[config.mk]
export PLATFORM = sky130hd
export DESIGN_NAME = hazard_ctrl_flat
export DESIGN_NICKNAME = d
export VERILOG_FILES = /design/src/rtl/hazard_ctrl_if.sv /design/src/rtl/hazard_ctrl.sv /design/src/flat_wrapper.sv
export SDC_FILE = /design/constraint.sdc
export NUM_CORES = 1
export LEC_CHECK = 0
export BUFFER_PORTS_ARGS = -buffer_cell sky130_fd_sc_hd__buf_2
export CAP_MARGIN = 20
export CORE_ASPECT_RATIO = 0.8
export CORE_MARGIN = 3
export CORE_UTILIZATION = 44
export CTS_CLUSTER_SIZE = 25
export DETAILED_ROUTE_END_ITERATION = 10
export GPL_ROUTABILITY_DRIVEN = 0
export PLACE_DENSITY = 0.74
export SLEW_MARGIN = 25
export SYNTH_ARGS = -nofsm -noshare
export SYNTH_HDL_FRONTEND = slang
export SYNTH_SLANG_ARGS = --single-unit
[constraint.sdc]
create_clock -name clk -period 1.75 [get_ports clk]
set_input_delay 0.2625 -clock clk [delete_from_list [all_inputs] [get_ports clk]]
set_output_delay 0.2625 -clock clk [all_outputs]
set_load 0.01 [all_outputs]
[src/rtl/hazard_ctrl_if.sv]
// rtl/hazard_ctrl_if.sv - hazard inputs and pipeline-register controls between the datapath and hazard_ctrl
interface hazard_ctrl_if #(
  parameter int REGW = 4
);
  logic [REGW-1:0] idRegOp1;
  logic [REGW-1:0] idRegOp2;
  logic            idUsesOp1;
  logic            idUsesOp2;
  logic [REGW-1:0] exRegDst;
  logic            exMemRead;
  logic            exWB;
  logic            exMulDiv;
  logic            branchTaken;
  logic            pcWrite;
  logic            ifIdWrite;
  logic            ifIdFlush;
  logic            idExBubble;
  logic            exHold;
  logic            exMemBubble;
  logic            state;
  logic [15:0]     stallCount;

  modport master (
    output idRegOp1, idRegOp2, idUsesOp1, idUsesOp2, exRegDst,
           exMemRead, exWB, exMulDiv, branchTaken,
    input  pcWrite, ifIdWrite, ifIdFlush, idExBubble, exHold,
           exMemBubble, state, stallCount
  );

  modport slave (
    input  idRegOp1, idRegOp2, idUsesOp1, idUsesOp2, exRegDst,
           exMemRead, exWB, exMulDiv, branchTaken,
    output pcWrite, ifIdWrite, ifIdFlush, idExBubble, exHold,
           exMemBubble, state, stallCount
  );
endinterface

[src/rtl/hazard_ctrl.sv]
// rtl/hazard_ctrl.sv - stall/flush sequencer for the five-stage pipeline with mul/div hold FSM and stall counter
module hazard_ctrl #(
  parameter int REGW      = 4,
  parameter int MC_CYCLES = 4
) (
  input logic         clk,
  input logic         rst,
  hazard_ctrl_if.slave hz
);

  typedef enum logic {RUN = 1'b0, MC_BUSY = 1'b1} state_e;

  localparam logic [3:0] MC_LOAD = 4'(MC_CYCLES - 1);

  state_e      state_q, state_d;
  logic [3:0]  mc_cnt_q, mc_cnt_d;
  logic [15:0] stall_cnt_q, stall_cnt_d;

  logic [REGW-1:0] op1, op2, dst;
  logic load_use;
  logic pc_write, if_id_write, if_id_flush, id_ex_bubble, ex_hold, ex_mem_bubble;

  assign op1 = hz.idRegOp1;
  assign op2 = hz.idRegOp2;
  assign dst = hz.exRegDst;

  assign load_use = hz.exMemRead & hz.exWB &
                    ((hz.idUsesOp1 & (op1 == dst)) | (hz.idUsesOp2 & (op2 == dst)));

  always_comb begin
    state_d       = state_q;
    mc_cnt_d      = mc_cnt_q;
    pc_write      = 1'b1;
    if_id_write   = 1'b1;
    if_id_flush   = 1'b0;
    id_ex_bubble  = 1'b0;
    ex_hold       = 1'b0;
    ex_mem_bubble = 1'b0;

    if (!rst) begin
      // Reset flushes the whole front end and aborts any mul/div in flight.
      state_d       = RUN;
      mc_cnt_d      = 4'd0;
      pc_write      = 1'b0;
      if_id_write   = 1'b0;
      if_id_flush   = 1'b1;
      id_ex_bubble  = 1'b1;
      ex_mem_bubble = 1'b1;
    end else begin
      case (state_q)
        RUN: begin
          if (hz.branchTaken) begin
            if_id_flush  = 1'b1;
            id_ex_bubble = 1'b1;
          end else if (hz.exMulDiv) begin
            pc_write      = 1'b0;
            if_id_write   = 1'b0;
            ex_hold       = 1'b1;
            ex_mem_bubble = 1'b1;
            state_d       = MC_BUSY;
            mc_cnt_d      = MC_LOAD;
          end else if (load_use) begin
            pc_write     = 1'b0;
            if_id_write  = 1'b0;
            id_ex_bubble = 1'b1;
          end
        end
        MC_BUSY: begin
          if (mc_cnt_q != 4'd0) begin
            pc_write      = 1'b0;
            if_id_write   = 1'b0;
            ex_hold       = 1'b1;
            ex_mem_bubble = 1'b1;
            mc_cnt_d      = mc_cnt_q - 4'd1;
          end else begin
            // Release cycle: the result drains into EX/MEM while fetch resumes.
            state_d = RUN;
          end
        end
        default: state_d = RUN;
      endcase
    end

    if (!rst) begin
      stall_cnt_d = 16'd0;
    end else if (!pc_write && (stall_cnt_q != 16'hFFFF)) begin
      stall_cnt_d = stall_cnt_q + 16'd1;
    end else begin
      stall_cnt_d = stall_cnt_q;
    end
  end

  always_ff @(posedge clk) begin
    state_q     <= state_d;
    mc_cnt_q    <= mc_cnt_d;
    stall_cnt_q <= stall_cnt_d;
  end

  assign hz.pcWrite     = pc_write;
  assign hz.ifIdWrite   = if_id_write;
  assign hz.ifIdFlush   = if_id_flush;
  assign hz.idExBubble  = id_ex_bubble;
  assign hz.exHold      = ex_hold;
  assign hz.exMemBubble = ex_mem_bubble;
  assign hz.state       = state_q;
  assign hz.stallCount  = stall_cnt_q;

endmodule

[src/flat_wrapper.sv]
// flat-port wrapper written by rule: the top's interface ports become plain ports
module hazard_ctrl_flat 
#(
  parameter int REGW      = 4,
  parameter int MC_CYCLES = 4
)
  (clk, rst, hz_idRegOp1, hz_idRegOp2, hz_idUsesOp1, hz_idUsesOp2, hz_exRegDst, hz_exMemRead, hz_exWB, hz_exMulDiv, hz_branchTaken, hz_pcWrite, hz_ifIdWrite, hz_ifIdFlush, hz_idExBubble, hz_exHold, hz_exMemBubble, hz_state, hz_stallCount);
  hazard_ctrl_if #(.REGW(REGW)) hz_i ();
  input logic clk;
  input logic rst;
  input wire logic [$bits(hz_i.idRegOp1)-1:0] hz_idRegOp1;
  input wire logic [$bits(hz_i.idRegOp2)-1:0] hz_idRegOp2;
  input wire logic [$bits(hz_i.idUsesOp1)-1:0] hz_idUsesOp1;
  input wire logic [$bits(hz_i.idUsesOp2)-1:0] hz_idUsesOp2;
  input wire logic [$bits(hz_i.exRegDst)-1:0] hz_exRegDst;
  input wire logic [$bits(hz_i.exMemRead)-1:0] hz_exMemRead;
  input wire logic [$bits(hz_i.exWB)-1:0] hz_exWB;
  input wire logic [$bits(hz_i.exMulDiv)-1:0] hz_exMulDiv;
  input wire logic [$bits(hz_i.branchTaken)-1:0] hz_branchTaken;
  output wire logic [$bits(hz_i.pcWrite)-1:0] hz_pcWrite;
  output wire logic [$bits(hz_i.ifIdWrite)-1:0] hz_ifIdWrite;
  output wire logic [$bits(hz_i.ifIdFlush)-1:0] hz_ifIdFlush;
  output wire logic [$bits(hz_i.idExBubble)-1:0] hz_idExBubble;
  output wire logic [$bits(hz_i.exHold)-1:0] hz_exHold;
  output wire logic [$bits(hz_i.exMemBubble)-1:0] hz_exMemBubble;
  output wire logic [$bits(hz_i.state)-1:0] hz_state;
  output wire logic [$bits(hz_i.stallCount)-1:0] hz_stallCount;
  assign hz_i.idRegOp1 = hz_idRegOp1;
  assign hz_i.idRegOp2 = hz_idRegOp2;
  assign hz_i.idUsesOp1 = hz_idUsesOp1;
  assign hz_i.idUsesOp2 = hz_idUsesOp2;
  assign hz_i.exRegDst = hz_exRegDst;
  assign hz_i.exMemRead = hz_exMemRead;
  assign hz_i.exWB = hz_exWB;
  assign hz_i.exMulDiv = hz_exMulDiv;
  assign hz_i.branchTaken = hz_branchTaken;
  assign hz_pcWrite = hz_i.pcWrite;
  assign hz_ifIdWrite = hz_i.ifIdWrite;
  assign hz_ifIdFlush = hz_i.ifIdFlush;
  assign hz_idExBubble = hz_i.idExBubble;
  assign hz_exHold = hz_i.exHold;
  assign hz_exMemBubble = hz_i.exMemBubble;
  assign hz_state = hz_i.state;
  assign hz_stallCount = hz_i.stallCount;
  hazard_ctrl #(.REGW(REGW), .MC_CYCLES(MC_CYCLES)) u_core (.clk(clk), .rst(rst), .hz(hz_i));
endmodule
==> run summary, run 1 <==
antenna diode count - 0
CTS tree - done
critical path endpoint category - primary output
DRC viols - 0
row cnt - 16
skew final - 0.00945 ns
Cell Count, Final, Fillers Out - 268
multiplexer area fraction after synthesis - 4.00%
fraction of the cycle the final worst path needs - 123%
Tmin final - 2.15 ns
R2R setup slack - -0.36 ns
router iterations before antenna repair - 4
drt total wl - 3.88 mm
placed instance count - 249
clk slew on worst S/H paths - 0.13 ns
WL per Instance - 14.5 um
post-synthesis to final-layout area growth - 60.4%
Starting Density - 48.5%
Yosys top cell area share - 33.6%
Bufs and invs on worst path - 4
via count - 1414
Final Worst Setup Slack - -0.401 ns
post-synthesis adder-cell area fraction - 2.00%
number of flops mapped to enable cells by yosys - 0
Slew headroom - 78.8%
cells after synthesis - 149
area fraction in compound gates after synthesis - 17.4%
pre-CTS WS - -0.243 ns
worst hold path type - input pin to flop
fin. max-slew vios - 0
CP startpoint kind - flop
syn nets - 171
Pleak - 0.890 nW
largest family of logic cells by synthesized area - simple AND/OR/NAND/NOR gates
measured slew at the worst slew-check pin - 0.314 ns
dominant synthesized flop cell - dfxtp_1
io pins - 43
outcome - complete, but fails checks
PwrDens - 575 nW/um^2
CP max stage delay - 0.35 ns
Max-Cap Viols - 0
CP max FO - 2
largest area contributor in the synthesized netlist - dfxtp_1
required time of the critical path - 1.49 ns
area of the multi-input gates - 891 um^2
top cells by area, synth - dfxtp_1, xnor2_1, nand2_1
kind of critical path - flop to primary output
first-pass GRT wire length - 5.90 mm
post-synthesis xor/xnor area fraction - 6.99%
Port-buffer cells - 42
Reg area - 428 um^2
YS warnings - 0
share of layout cells above drive strength 1 - 53.4%
fillers - 158
Syn Std Cell Area - 1250 um^2
Final nets - 255
largest net degree at the start of global routing - 17
number of unique standard cell types used by synthesis - 44
ANT nets after route - 0
FF+latch count, synth - 21
post-route cell area - 2010 um^2
clock sink count - 21
Core ar. - 2580 um^2
RSZ-0062 raised after global routing - true
Mapped Avg Cell Area - 8.41 um^2
die footprint - 3530 um^2
CP Cell Sequence - inv_2 > ha_4 > nand2_4 > o32ai_4 > o311ai_4 > or2_4 > inv_4 > buf_6 > buf_6
post-synthesis sequential area ratio - 33.6%
peak supply drop - 0.408 mV
drt via density - 5.28
initial antenna violation count - 0
root buf cell - clkbuf_4
Most common cell on crit path - buf_6
DP Area - 1700 um^2
die height - 53.7 um
Die Wd - 65.7 um
H-tree depth - 1
number of global-route vias before repair - 1350
Post-Synth Simple-Gate Area - 29.6%
All-Layer GR Usage - 21.9%
Final HPWL DP - 2.57 mm
slowest CP cell - dfxtp_2
final hold vios - 0
Initial DRC Count - 117
final setup violation count - 20
critical path arrival - 1.89 ns
failing checks - negative setup slack
Max Clock Freq - 465 MHz
worst-skew pair later-pin latency - 0.32 ns
Clock Path Buffers - 2
CP delay by family, top - compound AO/OA/AOI/OAI gates
share of async-settable or async-resettable flops after synthesis - 0%
cts bufs inserted - 3
GR Overflow Total - 0
[cells in the final DEF, fill, tap and decap left out, types with 2 or more instances in the layout]
cell type and n:
o21ai_2 7, nor2b_1 2, buf_6 13, inv_1 3, a211oi_1 2, clkbuf_4 3, nand3_2 2, a21oi_2 3
nand3_1 7, xnor2_1 9, nand2_1 15, and4_1 2, nor3_2 2, dfxtp_1 17, mux2i_1 5, buf_2 40
nor2_1 10, nand2b_1 6, dfxtp_2 3, and3_1 3, inv_2 2, buf_4 33, a21oi_1 7, nand3_4 2
or3_1 4
[final cells by class]
type	count	area share (%)
inverter	6	1.25
clock buffer	4	1.31
tap	36	2.24
sequential	21	21.3
multi-input combinational	115	44.3
timing repair buffer	86	29.6
[Yosys cell counts, drive strengths merged, types with 5 or more instances]
library cell   n
dfxtp         21
nand2         16
nand3         11
nor2          11
a21oi         10
o21ai          9
xnor2          9
buf            6
inv            6
nand2b         6
and3           5
mux2i          5
or3            5
[where the power goes]
group          internal (W)  leakage, nW  total [W]  switching (W)
registers          0.000499        0.172   0.000520      0.0000210
logic              0.000215        0.703   0.000388       0.000173
clock network     0.0000892       0.0150   0.000247       0.000158
[worst register-to-register path: stages, from the launching register on]
cell and delay, ns:
dfxtp_2 0.35, inv_2 0.07, ha_4 0.14, nand2_4 0.05, o32ai_4 0.30, o311ai_4 0.14, buf_4 0.16, buf_6 0.11
o21ai_4 0.18, buf_6 0.16, buf_4 0.11, buf_6 0.09, or3_4 0.11, a21oi_2 0.04
[state kept, by name (all words and copies together), names as in the netlist]
| name | count |
|---|---|
| u_core.hz.stallCount | 16 |
| u_core.mc_cnt_q | 4 |
| u_core.hz.state | 1 |
[timing repair]
item,4_1_cts,5_1_grt
hold buffers,0,0
setup endpoints to repair,15,20
cloned,1,0
pin swaps,10,10
resized for setup,24,15
setup buffers,9,7
[final timing paths]
path	cells past startpoint	endpoint	start
worst min-delay path	3	u_core.mc_cnt_q[3]	hz_exMulDiv
worst max-delay path	9	hz_ifIdWrite	u_core.mc_cnt_q[0]
worst min register to register	2	u_core.hz.stallCount[11]	u_core.hz.stallCount[11]
worst max register to register	13	u_core.hz.stallCount[4]	u_core.mc_cnt_q[0]
[per-layer routing]
layer	global-route usage [%]	wire length, um
met5	0	0
met4	6.90	46
met3	5.85	276
met2	39.1	1950
met1	25.7	1610
[logic make-up (layout without fill, tap and decap cells)]
kind of cell             count (synthesis)  in the layout
AO/OA/AOI/OAI                           31             31
multiplexers                             5              5
AND/OR/NAND/NOR                         67             67
flip-flops                              21             21
XOR/XNOR                                10             10
adder cells (fa/ha/maj)                  2              2
buffers and inverters                   13             96
[stage by stage]
stage                     utilization, %  hold slack, ns  setup TNS (ns)  power, W
after detailed placement            65.9           0.479           -1.23  0.000813
after global routing                77.8           0.233           -7.24   0.00120
after global placement              65.9           0.463          -0.683  0.000803
after CTS                           73.4           0.218           -2.56   0.00111
after floorplan                        -           0.356          -0.584  0.000699
final                               77.8           0.221           -5.82   0.00116
Power figures use the tool's default switching activity.
==> run 2: changes to the inputs <==
==> constraint.sdc (replaced) <==
create_clock -name clk -period 1.8 [get_ports clk]
set_input_delay 0.27 -clock clk [delete_from_list [all_inputs] [get_ports clk]]
set_output_delay 0.27 -clock clk [all_outputs]
set_load 0.01 [all_outputs]
==> run 2 against run 1 <==
The flow still finishes with violations (negative setup slack). Cell count down 4.9%. Flip-flop and latch count stayed put. Core utilization shrank 4.9 points. Final area down 6.3%. Register-to-register slack better by 0.20 ns. Sequential share of layout area up 1.4 points. Combinational power is 15% lower. Setup slack improved by 0.085 ns. Global-route usage decreased by 1.8 points. Die area did not move. Clock skew decreased by 0.0030 ns. Largest cell class unchanged.
==> run summary, run 2 (synthesis gave the netlist of run 1 again) <==
CP Cell Sequence - inv_2 > ha_4 > nand2_4 > o32ai_4 > o311ai_4 > or2_4 > inv_4 > buf_6 > buf_6
Max Clock Freq - 473 MHz
Port-buffer cells - 42
row cnt - 16
post-synthesis to final-layout area growth - 50.3%
WL per Instance - 13.4 um
Hold WS - 0.272 ns
fin. max-slew vios - 0
RSZ-0062 raised after global routing - true
final setup violation count - 17
outcome - complete, but fails checks
die height - 53.7 um
worst-skew pair later-pin latency - 0.30 ns
Most common cell on crit path - buf_6
critical path endpoint category - primary output
die footprint - 3530 um^2
Die Wd - 65.7 um
Tmin final - 2.12 ns
CP startpoint kind - flop
Starting Density - 48.5%
fraction of the cycle the final worst path needs - 118%
measured slew at the worst slew-check pin - 0.345 ns
required time of the critical path - 1.53 ns
first-pass GRT wire length - 5.45 mm
skew final - 0.00642 ns
GR Overflow Total - 0
io pins - 43
drt total wl - 3.42 mm
CTS tree - done
worst hold path type - input pin to flop
largest net degree at the start of global routing - 17
CP max FO - 2
critical path arrival - 1.85 ns
PwrDens - 564 nW/um^2
peak supply drop - 0.296 mV
All-Layer GR Usage - 20.0%
Clock Path Buffers - 2
number of global-route vias before repair - 1236
Max-Cap Viols - 0
root buf cell - clkbuf_4
hold_buf cts - 0
most frequent cells in the layout - buf_2, buf_4, dfxtp_1, nand2_1
Final Worst Setup Slack - -0.316 ns
most common cell after layout, fill and taps aside - buf_2
ANT nets after route - 0
via count - 1340
R2R setup slack - -0.16 ns
Slew headroom - 76.8%
Final Util - 72.9%
Core ar. - 2580 um^2
cts bufs inserted - 3
Worst R2R End - u_core.hz.stallCount[13]
worst hold path startpoint - hz_exMulDiv
max reg flops - 16
share of layout cells above drive strength 1 - 47.9%
Pleak - 0.827 nW
drt via density - 5.25
Reg2Reg Launch Point - u_core.hz.state
failing checks - negative setup slack
WHS Path Cells - 3
kind of critical path - flop to primary output
initial antenna violation count - 0
Hold Path End - u_core.mc_cnt_q[3]
Final nets - 242
DRC viols - 0
slowest CP cell - dfxtp_2
Initial DRC Count - 81
clk slew on worst S/H paths - 0.12 ns
router iterations before antenna repair - 4
clock sink count - 21
antenna diode count - 0
CP max stage delay - 0.35 ns
final hold vios - 0
H-tree depth - 1
Final HPWL DP - 2.42 mm
Worst Reg-to-Reg Cells - 8
==> run 2: changes by cell type in the layout (fill, tap and decap cells not counted), moves of 3 or more <==
cell,delta
buf_4,-10
buf_6,-3
o21ai_1,+3
o21ai_2,-3
==> run 2: routing by layer <==
layer,global-route usage (%),vias to the layer above,share of wire [%]
met2,36.9,51,47
met1,24.7,613,46
li1,-,672,-
met3,4.59,4,6.3
met4,2.07,0,0.67
met5,0,-,0
==> run 2: how the worst max path moves through the flow <==
stage,from,to,depth (start not counted)
floorplan,u_core.hz.state,hz_pcWrite,8
global placement,hz_exRegDst[2],u_core.hz.stallCount[13],8
detailed placement,hz_exRegDst[2],u_core.hz.stallCount[13],8
CTS,u_core.mc_cnt_q[0],hz_ifIdWrite,9
global route,u_core.mc_cnt_q[0],hz_ifIdWrite,9
finish,u_core.mc_cnt_q[0],hz_ifIdWrite,9
==> run 2: critical path, delay by kind of cell (launching register included) <==
family	cells	cell delay [ns]
AOI/OAI and AO/OA	2	0.43
DFF	1	0.35
and+or+nand+nor	2	0.32
buffers and inverters	4	0.29
adders and majority gates	1	0.14
==> run 2: layout make-up <==
class | count | area (um^2)
multi-input cells | 115 | 875
fillers | 190 | 699
well taps | 36 | 45.0
flip-flops and latches | 21 | 427
inverters | 6 | 25.0
clock buffers | 4 | 26.3
repair buffers | 73 | 485
==> run 2: per-stage QoR <==
step / instance area [um^2] / setup WS [ns] / instances / setup TNS (ns) / total power [W]
floorplan: 1290 / -0.0675 / 149 / -0.200 / 0.000677
global placement: 1670 / -0.0902 / 246 / -0.276 / 0.000775
detailed placement: 1670 / -0.160 / 246 / -0.752 / 0.000786
CTS: 1840 / -0.321 / 255 / -1.45 / 0.00106
global route: 1880 / -0.416 / 255 / -3.81 / 0.00111
finish: 1880 / -0.316 / 255 / -1.84 / 0.00106
==> run 2: power by group <==
group | leakage, nW | internal, W | switching [W] | total [W]
clock | 0.0150 | 0.0000863 | 0.000138 | 0.000224
combinational | 0.640 | 0.000173 | 0.000158 | 0.000331
sequential | 0.172 | 0.000485 | 0.0000214 | 0.000506
==> run 2: timing repair <==
action / in CTS / in global routing
buffers inserted: 5 / 3
pin swaps: 9 / 16
gates resized for setup: 24 / 11
endpoints found under the setup margin: 12 / 20
gates cloned: 1 / 0
==> run 3: changes to the inputs <==
--- a/config.mk
+++ b/config.mk
@@ -9,11 +9,11 @@
 export CAP_MARGIN = 20
 export CORE_ASPECT_RATIO = 0.8
 export CORE_MARGIN = 3
-export CORE_UTILIZATION = 44
-export CTS_CLUSTER_SIZE = 25
+export CORE_UTILIZATION = 53
+export CTS_CLUSTER_DIAMETER = 60
 export DETAILED_ROUTE_END_ITERATION = 10
 export GPL_ROUTABILITY_DRIVEN = 0
-export PLACE_DENSITY = 0.74
+export PLACE_DENSITY = 0.84
 export SLEW_MARGIN = 25
 export SYNTH_ARGS = -nofsm -noshare
 export SYNTH_HDL_FRONTEND = slang
==> constraint.sdc (replaced) <==
create_clock -name clk -period 2.5 [get_ports clk]
set_input_delay 0.375 -clock clk [delete_from_list [all_inputs] [get_ports clk]]
set_output_delay 0.375 -clock clk [all_outputs]
set_load 0.01 [all_outputs]
==> run 3 against run 2 <==
Critical path depth down 1. Count of clock-buffer cells in the layout unchanged. Wire length down 18%. Combinational power down 54%. First-iteration DRC count down 51%. Global-route usage down 0.18 points. The run now ends clean. Hold slack worse by 0.0043 ns. Largest cell class unchanged. Cell count down 15%. Total power down 36%. Flip-flop and latch count unchanged. Core utilization down 4.9 points. Via count down 9.8%. Highest routed layer unchanged.
==> run summary, run 3 (synthesis gave the netlist of run 1 again) <==
outcome - complete, no violations
DRC viols - 0
post-route cell area - 1490 um^2
max layer used - met4
worst-skew pair later-pin latency - 0.30 ns
io pins - 43
die height - 49.5 um
required time of the critical path - 2.12 ns
overall power - 0.000678 W
Die Wd - 60.4 um
met2 WL - 1.37 mm
DP Area - 1460 um^2
final hold vios - 0
slowest CP cell - dfxtp_1
peak supply drop - 0.346 mV
skew final - 0.0104 ns
CP startpoint kind - flop
WL per Instance - 12.9 um
root buf cell - clkbuf_4
max reg flops - 16
CP Cell Sequence - inv_1 > ha_1 > nand2_2 > o32ai_4 > o311ai_2 > or2_4 > inv_2 > buf_2
router iterations before antenna repair - 4
Core ar. - 2200 um^2
drt total wl - 2.80 mm
number of global-route vias before repair - 1076
fillers - 174
All-Layer GR Usage - 19.9%
critical path endpoint category - primary output
Final HPWL DP - 2.15 mm
fraction of the cycle the final worst path needs - 95.5%
share of layout cells above drive strength 1 - 29.7%
final setup violation count - 0
cts bufs inserted - 3
Starting Density - 57.0%
most frequent cells in the layout - buf_2, dfxtp_1, nand2_1
initial antenna violation count - 0
die footprint - 2990 um^2
antenna diode count - 0
fin. max-slew vios - 0
Max-Cap Viols - 0
hold_buf cts - 0
H-tree depth - 1
Clock Path Buffers - 2
GR Overflow Total - 0
Bufs and invs on worst path - 3
first-pass GRT wire length - 4.62 mm
Tmin final - 2.39 ns
critical path arrival - 2.01 ns
CP delay by family, top - compound AO/OA/AOI/OAI gates
via count - 1209
ANT nets after route - 0
clock sink count - 21
Slew headroom - 71.8%
CP max FO - 6
post-synthesis to final-layout area growth - 19.3%
Max Clock Freq - 419 MHz
drt via density - 5.57
Initial DRC Count - 40
CTS tree - done
M1 WL - 1.25 mm
Met3 Routed Length - 163 um
RSZ-0062 raised after global routing - false
worst hold path type - input pin to flop
Port-buffer cells - 42
largest net degree at the start of global routing - 22
PwrDens - 454 nW/um^2
Final nets - 215
kind of critical path - flop to primary output
measured slew at the worst slew-check pin - 0.422 ns
setup TNS - 0 ns
Pleak - 0.648 nW
row cnt - 15
CP max stage delay - 0.35 ns
clk slew on worst S/H paths - 0.12 ns
most common cell after layout, fill and taps aside - buf_2
-- run 3: cell types whose count changed in the layout (fill, tap and decap cells not counted), moves of 3 or more --
cell / before / now
buf_4: 23 / 4
buf_6: 10 / 0
o21ai_1: 3 / 7
o21ai_2: 4 / 0
dfxtp_1: 18 / 21
nand3_1: 7 / 10
-- run 3: worst paths after layout --
kind	start	to	slack (ns)	cells past startpoint
worst max-delay path	u_core.mc_cnt_q[0]	hz_ifIdWrite	0.11	8
worst min-delay path	hz_exMulDiv	u_core.mc_cnt_q[3]	0.27	2
worst max register to register	u_core.hz.stallCount[0]	u_core.hz.stallCount[13]	0.42	9
worst min register to register	u_core.hz.stallCount[11]	u_core.hz.stallCount[11]	0.49	2
-- run 3: per-layer routing --
metal / vias up / global-route usage [%]
li1: 619 / -
met2: 33 / 32.7
met4: 0 / 5.17
met5: - / 0
met3: 2 / 6.02
met1: 555 / 24.8
-- run 3: report_power, final --
part / leakage, nW / switching (W) / internal, W
clock: 0.0150 / 0.000102 / 0.0000622
combinational: 0.462 / 0.0000832 / 0.0000685
sequential: 0.170 / 0.0000143 / 0.000348
total: 0.648 / 0.000199 / 0.000479
-- run 3: stage by stage --
step                std cells  utilization, %  hold WS (ns)  worst slack, ns
floorplan                 149               -         0.469            0.468
global placement          212            66.4         0.460            0.440
detailed placement        212            66.4         0.474            0.361
CTS                       216            67.6         0.260           0.0237
global route              217            68.0         0.264         0.000259
finish                    217            68.0         0.268            0.112
-- run 3: layout make-up --
cell class / count / area, um^2 / area share (%)
Inverter: 6 / 22.5 / 1.51
Timing Repair Buffer: 46 / 240 / 16.1
Tap cell: 25 / 31.3 / 2.09
Clock buffer: 4 / 26.3 / 1.76
Sequential cell: 21 / 420 / 28.1
Multi-Input combinational cell: 115 / 753 / 50.4
-- run 3: timing repair --
| action | CTS | global route |
|---|---|---|
| buffers inserted | 0 | 1 |
| setup endpoints to repair | 0 | 2 |
| gates resized for setup | 0 | 1 |
